==> src/rtl/pa_fpu_pkg.sv <==
// Shared FPU types: writeback payload, arbiter FSM states and datapath widths.
package pa_fpu_pkg;

  localparam int FPU_DATA_W = 32;
  localparam int FPU_FLAG_W = 5;

  typedef enum logic [1:0] {
    ST_IDLE  = 2'b00,
    ST_HOLD  = 2'b01,
    ST_FORCE = 2'b10
  } wb_state_e;

  typedef struct packed {
    logic [FPU_DATA_W-1:0] data;
    logic [FPU_FLAG_W-1:0] fflags;
  } wb_payload_t;

endpackage

==> src/rtl/pa_fpu_wb_buf.sv <==
// One-entry holding register for an FDSU result that lost the frbus to EX2.
module pa_fpu_wb_buf
  import pa_fpu_pkg::*;
(
  input  logic        clk,
  input  logic        rst_n,
  input  logic        i_load,
  input  logic        i_drain,
  input  logic        i_flush,
  input  wb_payload_t i_payload,
  output logic        o_vld,
  output wb_payload_t o_payload
);

  logic        r_vld;
  wb_payload_t r_payload;

  // NOTE: sequential state uses non-blocking assignments so every register
  // samples pre-edge values regardless of statement order.
  always_ff @(posedge clk or negedge rst_n) begin
    if (!rst_n) begin
      r_vld     <= 1'b0;
      // NOTE: the payload is reset too, so the parked result reads as zero
      // after reset instead of X in simulation.
      r_payload <= '0;
    end else begin
      if (i_flush || i_drain) begin
        r_vld <= 1'b0;
      end else if (i_load) begin
        r_vld <= 1'b1;
      end
      if (i_load && !i_flush) begin
        r_payload <= i_payload;
      end
    end
  end

  assign o_vld     = r_vld;
  assign o_payload = r_payload;

endmodule

==> src/rtl/pa_fpu_wb_arb.sv <==
// frbus writeback arbiter: EX2 > parked FDSU result > live FDSU result, with
// an EX1 stall once a parked result has waited MAX_WAIT cycles.
module pa_fpu_wb_arb
  import pa_fpu_pkg::*;
#(
  parameter int unsigned MAX_WAIT = 3,
  parameter int unsigned CNT_W    = 4
) (
  input  logic                  forever_cpuclk,
  input  logic                  cpurst_b,
  input  logic                  ctrl_arb_ex2_wb_req,
  input  logic                  fdsu_arb_wb_req,
  input  logic [FPU_DATA_W-1:0] fdsu_arb_data,
  input  logic [FPU_FLAG_W-1:0] fdsu_arb_fflags,
  input  logic                  ctrl_arb_flush,
  output logic                  arb_fdsu_wb_ack,
  output logic                  arb_frbus_ex2_wb_req,
  output logic                  arb_frbus_fdsu_wb_vld,
  output logic [FPU_DATA_W-1:0] arb_frbus_fdsu_data,
  output logic [FPU_FLAG_W-1:0] arb_frbus_fdsu_fflags,
  output logic                  arb_ctrl_ex1_stall,
  output logic                  arb_busy
);

  localparam logic [CNT_W-1:0] CNT_MAX = CNT_W'(MAX_WAIT);
  localparam logic [CNT_W-1:0] CNT_ONE = CNT_W'(1);

  wb_state_e   r_state;
  logic [CNT_W-1:0] r_cnt;
  logic        r_stall;

  logic        w_buf_vld;
  wb_payload_t w_buf_payload;
  wb_payload_t w_live_payload;
  wb_payload_t w_out_payload;
  logic        w_ack;
  logic        w_load;
  logic        w_drain;
  logic        w_fdsu_vld;
  logic [CNT_W-1:0] w_cnt_inc;

  assign w_live_payload = '{data: fdsu_arb_data, fflags: fdsu_arb_fflags};

  // A parked result blocks live acceptance, including on its own drain cycle,
  // so FDSU results always reach the frbus in order.
  assign w_ack      = fdsu_arb_wb_req && !w_buf_vld && !ctrl_arb_flush;
  assign w_load     = w_ack && ctrl_arb_ex2_wb_req;
  assign w_drain    = w_buf_vld && !ctrl_arb_ex2_wb_req && !ctrl_arb_flush;
  assign w_fdsu_vld = !ctrl_arb_ex2_wb_req && (w_buf_vld || fdsu_arb_wb_req)
                      && !ctrl_arb_flush;
  assign w_cnt_inc  = r_cnt + CNT_ONE;

  pa_fpu_wb_buf u_wb_buf (
    .clk       (forever_cpuclk),
    .rst_n     (cpurst_b),
    .i_load    (w_load),
    .i_drain   (w_drain),
    .i_flush   (ctrl_arb_flush),
    .i_payload (w_live_payload),
    .o_vld     (w_buf_vld),
    .o_payload (w_buf_payload)
  );

  // NOTE: the zero default ahead of the branch keeps this purely
  // combinational; a path without an assignment would infer a latch.
  always_comb begin
    w_out_payload = '0;
    if (w_fdsu_vld) begin
      w_out_payload = w_buf_vld ? w_buf_payload : w_live_payload;
    end
  end

  // Stall is registered alongside the state so it is high exactly in FORCE.
  always_ff @(posedge forever_cpuclk or negedge cpurst_b) begin
    if (!cpurst_b) begin
      r_state <= ST_IDLE;
      r_cnt   <= '0;
      r_stall <= 1'b0;
    end else if (ctrl_arb_flush) begin
      r_state <= ST_IDLE;
      r_cnt   <= '0;
      r_stall <= 1'b0;
    end else begin
      case (r_state)
        ST_IDLE: begin
          if (w_load) begin
            r_cnt <= CNT_ONE;
            if (CNT_MAX == CNT_ONE) begin
              r_state <= ST_FORCE;
              r_stall <= 1'b1;
            end else begin
              r_state <= ST_HOLD;
            end
          end
        end
        ST_HOLD: begin
          if (w_drain) begin
            r_state <= ST_IDLE;
            r_cnt   <= '0;
          end else begin
            r_cnt <= w_cnt_inc;
            if (w_cnt_inc == CNT_MAX) begin
              r_state <= ST_FORCE;
              r_stall <= 1'b1;
            end
          end
        end
        ST_FORCE: begin
          if (w_drain) begin
            r_state <= ST_IDLE;
            r_cnt   <= '0;
            r_stall <= 1'b0;
          end
        end
        default: begin
          r_state <= ST_IDLE;
          r_cnt   <= '0;
          r_stall <= 1'b0;
        end
      endcase
    end
  end

  assign arb_fdsu_wb_ack       = w_ack;
  assign arb_frbus_ex2_wb_req  = ctrl_arb_ex2_wb_req;
  assign arb_frbus_fdsu_wb_vld = w_fdsu_vld;
  assign arb_frbus_fdsu_data   = w_out_payload.data;
  assign arb_frbus_fdsu_fflags = w_out_payload.fflags;
  assign arb_ctrl_ex1_stall    = r_stall;
  assign arb_busy              = w_buf_vld;

endmodule

==> config.mk <==
export PLATFORM = sky130hd
export DESIGN_NAME = pa_fpu_wb_arb
export DESIGN_NICKNAME = d
export VERILOG_FILES = /design/src/rtl/pa_fpu_pkg.sv /design/src/rtl/pa_fpu_wb_buf.sv /design/src/rtl/pa_fpu_wb_arb.sv
export SDC_FILE = /design/constraint.sdc
export NUM_CORES = 1
export LEC_CHECK = 0
export ABC_AREA = 1
export CAP_MARGIN = 10
export CORE_ASPECT_RATIO = 0.9
export CORE_UTILIZATION = 46
export DETAILED_ROUTE_END_ITERATION = 7
export MAX_ROUTING_LAYER = met4
export PLACE_DENSITY_LB_ADDON = 0.15
export SYNTH_ARGS = -nofsm -noshare
export SYNTH_HDL_FRONTEND = slang
export SYNTH_HIERARCHICAL = 1
export SYNTH_SLANG_ARGS = --single-unit
==> constraint.sdc <==
create_clock -name forever_cpuclk -period 2.2 [get_ports forever_cpuclk]
set_input_delay 0.44 -clock forever_cpuclk [delete_from_list [all_inputs] [get_ports forever_cpuclk]]
set_output_delay 0.44 -clock forever_cpuclk [all_outputs]
set_load 0.03 [all_outputs]
# Word-level counts from Yosys, hierarchy flattened
# Cells that the tools add are included.
[totals] register_bits=45 input_bits=42 output_inout_bits=42 word_cells=54
[classes] n_addsub=1 eq_ne=9 mux=20 n_reduce_logical=18
[ops] cell="$mux W37" n=2
[ops] cell="$mux W4" n=4
[ops] cell="$pmux W4 S3" n=1
[ops] cell="$mux W2" n=5
[ops] cell="$logic_and A1 B1 Y1" n=8
[ops] cell="$mux W1" n=6
[ops] cell="$ne A3 B2 Y1 const B" n=2
[ops] cell="$ne A3 B3 Y1 const B" n=2
[ops] cell="$pmux W2 S3" n=1
[ops] cell="$add A4 B1 Y4 const B" n=1
[ops] cell="$eq A4 B2 Y1 const B" n=1
[ops] cell="$ne A4 B3 Y1 const B" n=1
[ops] cell="$reduce_and A4 Y1" n=1
[ops] cell="$logic_not A1 Y1" n=3
[ops] cell="$pmux W1 S3" n=1
[ops] cell="$reduce_and A3 Y1" n=1
[ops] cell="$eq A2 B1 Y1 const B" n=1
[ops] cell="$eq A2 B2 Y1 const B" n=1
[ops] cell="$logic_not A2 Y1" n=1
[ops] cell="$logic_or A1 B1 Y1" n=2
[ops] cell="$ne A2 B2 Y1 const B" n=1
[ops] cell="$reduce_and A2 Y1" n=1
[ops] cell="$reduce_bool A2 Y1" n=1

# Longest topological paths before layout
[depth] ltp_word=7 mapped_depth=10 ltp_nobuf=10

# Cells and area by module
# Netlist, hierarchy kept.
[by_module_without_submodules] module="pa_fpu_wb_buf" n_inst=1 cells_each=165 area_each_um2=1517.7 seq_area_each_um2=950.9
[by_module_without_submodules] module="pa_fpu_wb_arb" n_inst=1 cells_each=196 area_each_um2=1011.0 seq_area_each_um2=175.2

# Least setup slack after synthesis
# No wires, ideal clock.
[synth_timing] path_kind="flip-flop to output port" from="register u_wb_buf.r_vld (netlist: u_wb_buf/o_vld)" to="output arb_frbus_fdsu_data[22]" t_arrival_ns=1.680 t_required_ns=1.760 slack_ns=0.080 stages_incl_launch_ff=9 path_buffers=2 cell_sequence="dfrtp_1 > nand2_1 > inv_2 > nand2_1 > inv_2 > a21oi_2 > buf_6 > buf_6 > a21oi_1"
[synth_between] elab_chain_cells=4
[synth_lines] element="start: declaration" line_no="pa_fpu_wb_buf.sv:15" rtl="logic r_vld;"
[synth_lines] element="start signal: assignment" line_no="pa_fpu_wb_buf.sv:22" rtl="r_vld <= 1'b0;"
[synth_lines] element="start signal: assignment" line_no="pa_fpu_wb_buf.sv:28" rtl="r_vld <= 1'b0;"
[synth_lines] element="start signal: assignment" line_no="pa_fpu_wb_buf.sv:30" rtl="r_vld <= 1'b1;"
[synth_lines] element="$logic_or A1 B1 Y1" line_no="pa_fpu_wb_arb.sv:49" rtl="assign w_fdsu_vld = !ctrl_arb_ex2_wb_req && (w_buf_vld || fdsu_arb_wb_req)"
[synth_lines] element="$logic_and A1 B1 Y1" line_no="pa_fpu_wb_arb.sv:49"
[synth_lines] element="$logic_and A1 B1 Y1" line_no="pa_fpu_wb_arb.sv:50" rtl="&& !ctrl_arb_flush;"
[synth_lines] element="$mux W37 (*)" line_no="pa_fpu_wb_arb.sv:68" rtl="if (w_fdsu_vld) begin"
[synth_lines] element="end: declaration" line_no="pa_fpu_wb_arb.sv:19" rtl="output logic [FPU_DATA_W-1:0] arb_frbus_fdsu_data,"
# Every way passes the cells marked *; elsewhere a longest branch is shown, timed or not.

# Worst setup path after layout
# Same ends and word-level chain as after synthesis.

==> results.yml <==
die:
  die_x_um: 80.2
  ioPinCount: 84
  core_area_mm2: 0.00529
  initial_core_util: 0.478
  fp-row-count: 25
  die_y_um: 72.3
  fp.dieArea_mm2: 0.00580
setup_path:
  r2r_slack_ps: 490
  r2r_end: "arb_ctrl_ex1_stall"
  timing.rr.start: "u_wb_buf/o_vld"
  crit_chain: "nand2_2 -> inv_2 -> nand2_1 -> inv_2 -> a21oi_4 -> buf_12 -> buf_12 -> a21oi_2 -> buf_4"
  cp_max_fo: 11
  slowest_delay_ps: 440
  path_class: "reg -> out"
  r2r_cells: 7
  crit_arrival_ps: 1710
  cp-end-kind: "output pin"
  critPathLaunchType: "register"
  crit_buf_inv: 5
  crit_path_top_delay_cell: "dfrtp_1"
  cp_top_family: "buffers and inverters"
  worstPathRequired_ps: 1760
final_layout:
  fillers: 404
  design_area_mm2: 0.00395
  stdcell_count: 519
  fin_util: 0.747
  nNetsFinal: 495
  area_delta_synth_final_pct: 56.2
  multi_input_area_mm2: 0.00144
  diodes: 0
  layout.cells.most_common: "nand2_1"
  layout_common_cells: "nand2_1, dfrtp_1, nand3_1"
  regArea_mm2: 0.00113
  layout-drive-gt1-share: 0.268
yosys:
  synth_nets: 405
  synth_edf_count: 0
  synth_mux_area_frac: 0
  ys_ff_latch: 45
  synth.avg_cell_area_um2: 7.00
  synth_ff_type: "dfrtp_1"
  synth_compound_area_frac: 0.0861
  synth.cell_area_mm2: 0.00253
  ys_async_sr_fraction: 1.00
  ys_seq_area_frac: 0.445
  synthSimpleGateAreaFrac: 0.369
  synth_fa_ha_area_frac: 0.00990
  synth_xor_area_frac: 0
  synthCells: 361
  ys_types: 21
  yosysWarnings: 6
  synth_top_family_by_area: "simple AND/OR/NAND/NOR gates"
placement:
  place_congestion: 0.971
  pre_cts_ws_ps: -264
  hpwl_um: 4520
  place_inst: 506
  portBuffers: 83
  placedInstanceArea_mm2: 0.00336
routing:
  wl_per_cell_um: 13.8
  ant_nets: 0
  drt_iter0_markers: 195
  vias_per_cell: 5.26
  num_vias: 2728
  wl_um: 7140
  first_pass_iters: 4
  drc: 0
cts:
  htreeDepth: 2
  clock_sinks: 45
  cts_root_buffer: "clkbuf_8"
  cts_buffer_depth: 2
  path_clk_slew_ps: 90
  cts-buffers-inserted: 5
  insertion_delay_ps: 300
  cts_tree: "built"
  ctsHoldBuffers: 0
pwr:
  p_comb_frac: 0.284
  power_density_mw_per_mm2: 614
  leakage_nw: 1.93
  intPower_mw: 1.64
  power_frac_seq: 0.447
  ir_drop_v: 0.000631
  switching_share: 0.322
  p_clk_frac: 0.269
  p_sw_mw: 0.781
job:
  maxCapViolCount: 0
sta:
  skew_ps: 5.57
  hold_violations: 0
  slew_headroom: 0.593
  worst_pin_slew_ps: 610
  fin_crit_sh: 0.978
  setup_slack_ps: 47.4
  period_minus_slack_ps: 2150
  grt_setup_unrepaired: "yes"
  holdWs_ps: 143
  setup_violations: 0
  final_max_slew_viol_count: 0
  max_freq_mhz: 465
global_routing:
  grt_pass1_wl_um: 11600
  grt_overflow: 0
  antenna_found_initial: 0
  grt_max_degree: 43
  grt_use_total: 0.267
  grt_pass1_vias: 2611
worst_hold_path:
  hp-class: "in -> async"
status:
  outcome: "finished clean"
==> repair_timing <==
action                                  CTS  global route
endpoints found under the setup margin   38            38
gates cloned                              2             0
buffers inserted                          3             0
pin swaps                                 2             2
resized for setup                        66            30
==> how the worst max path moves through the flow <==
stage / from / endpoint / slack (ps) / depth (start not counted)
finish: u_wb_buf/o_vld / arb_frbus_fdsu_data[22] / 50 / 9
global route: u_wb_buf/o_vld / arb_frbus_fdsu_wb_vld / -20 / 8
CTS: fdsu_arb_wb_req / arb_frbus_fdsu_fflags[3] / -20 / 8
detailed placement: ctrl_arb_ex2_wb_req / arb_frbus_fdsu_wb_vld / -260 / 9
global placement: ctrl_arb_ex2_wb_req / arb_frbus_fdsu_wb_vld / -260 / 9
floorplan: u_wb_buf/o_vld / arb_frbus_fdsu_data[22] / 80 / 8
==> area by class of cell <==
| cell class | instances | area share |
|---|---|---|
| Multi-Input combinational cell | 274 | 0.364 |
| Sequential cell | 45 | 0.285 |
| Timing Repair Buffer | 107 | 0.283 |
| Tap cell | 67 | 0.0212 |
| Clock buffer | 6 | 0.0209 |
| Inverter | 18 | 0.0171 |
| Clock inverter | 2 | 0.00950 |
==> worst register-to-register path, stage by stage (launching register included) <==
cell	delay [ps]
dfrtp_1	440
buf_8	220
inv_1	140
buf_6	190
nand4_1	230
nand2_1	200
nand3_1	130
nand2_1	100
==> Yosys cell counts, types with 2 or more instances <==
cell type / count / share of area
o21ai_0: 3 / 0.0059
nor3_1: 2 / 0.0040
clkbuf_1: 3 / 0.0045
buf_1: 3 / 0.0045
nand4_1: 2 / 0.0049
a21oi_1: 37 / 0.073
buf_4: 6 / 0.018
inv_2: 5 / 0.0074
dfrtp_1: 45 / 0.45
nor2_1: 9 / 0.013
nand3_1: 44 / 0.087
inv_1: 13 / 0.019
buf_6: 5 / 0.022
nand2_1: 170 / 0.25
buf_2: 7 / 0.014
ha_1: 2 / 0.0099
==> metal layers <==
metal,share of wire,wire (µm),track usage
met1,0.41,2930,0.311
met2,0.52,3690,0.452
met3,0.064,457,0.0516
met4,0.0087,62,0.109
met5,0,0,-
==> power by group through the flow <==
stage	combinational, mW	clock, mW	sequential (mW)
after CTS	0.666	0.668	1.08
after detailed placement	0.596	0	1.09
after global placement	0.581	0	1.09
after floorplan	0.370	0	1.08
final	0.688	0.652	1.08
after global routing	0.758	0.713	1.11
==> cell families after synthesis <==
family	count (synthesis)
AO/OA/AOI/OAI	42
adder cells (fa/ha/maj)	2
buffers and inverters	42
flip-flops	45
AND/OR/NAND/NOR	230
==> through the flow <==
stage	setup TNS [ps]	total power [mW]
2_1_floorplan	0	1.45
3_3_place_gp	-5520	1.67
3_5_place_dp	-5730	1.69
4_1_cts	-84.8	2.41
5_1_grt	-186	2.58
6_report	0	2.42
==> state kept, by name, summed over array words and instances, names as in the netlist <==
register / flops
u_wb_buf/o_payload: 37
r_cnt: 4
u_wb_buf/o_vld: 1
r_state: 2
arb_ctrl_ex1_stall: 1
No activity file was read; power rests on OpenSTA's default activity.
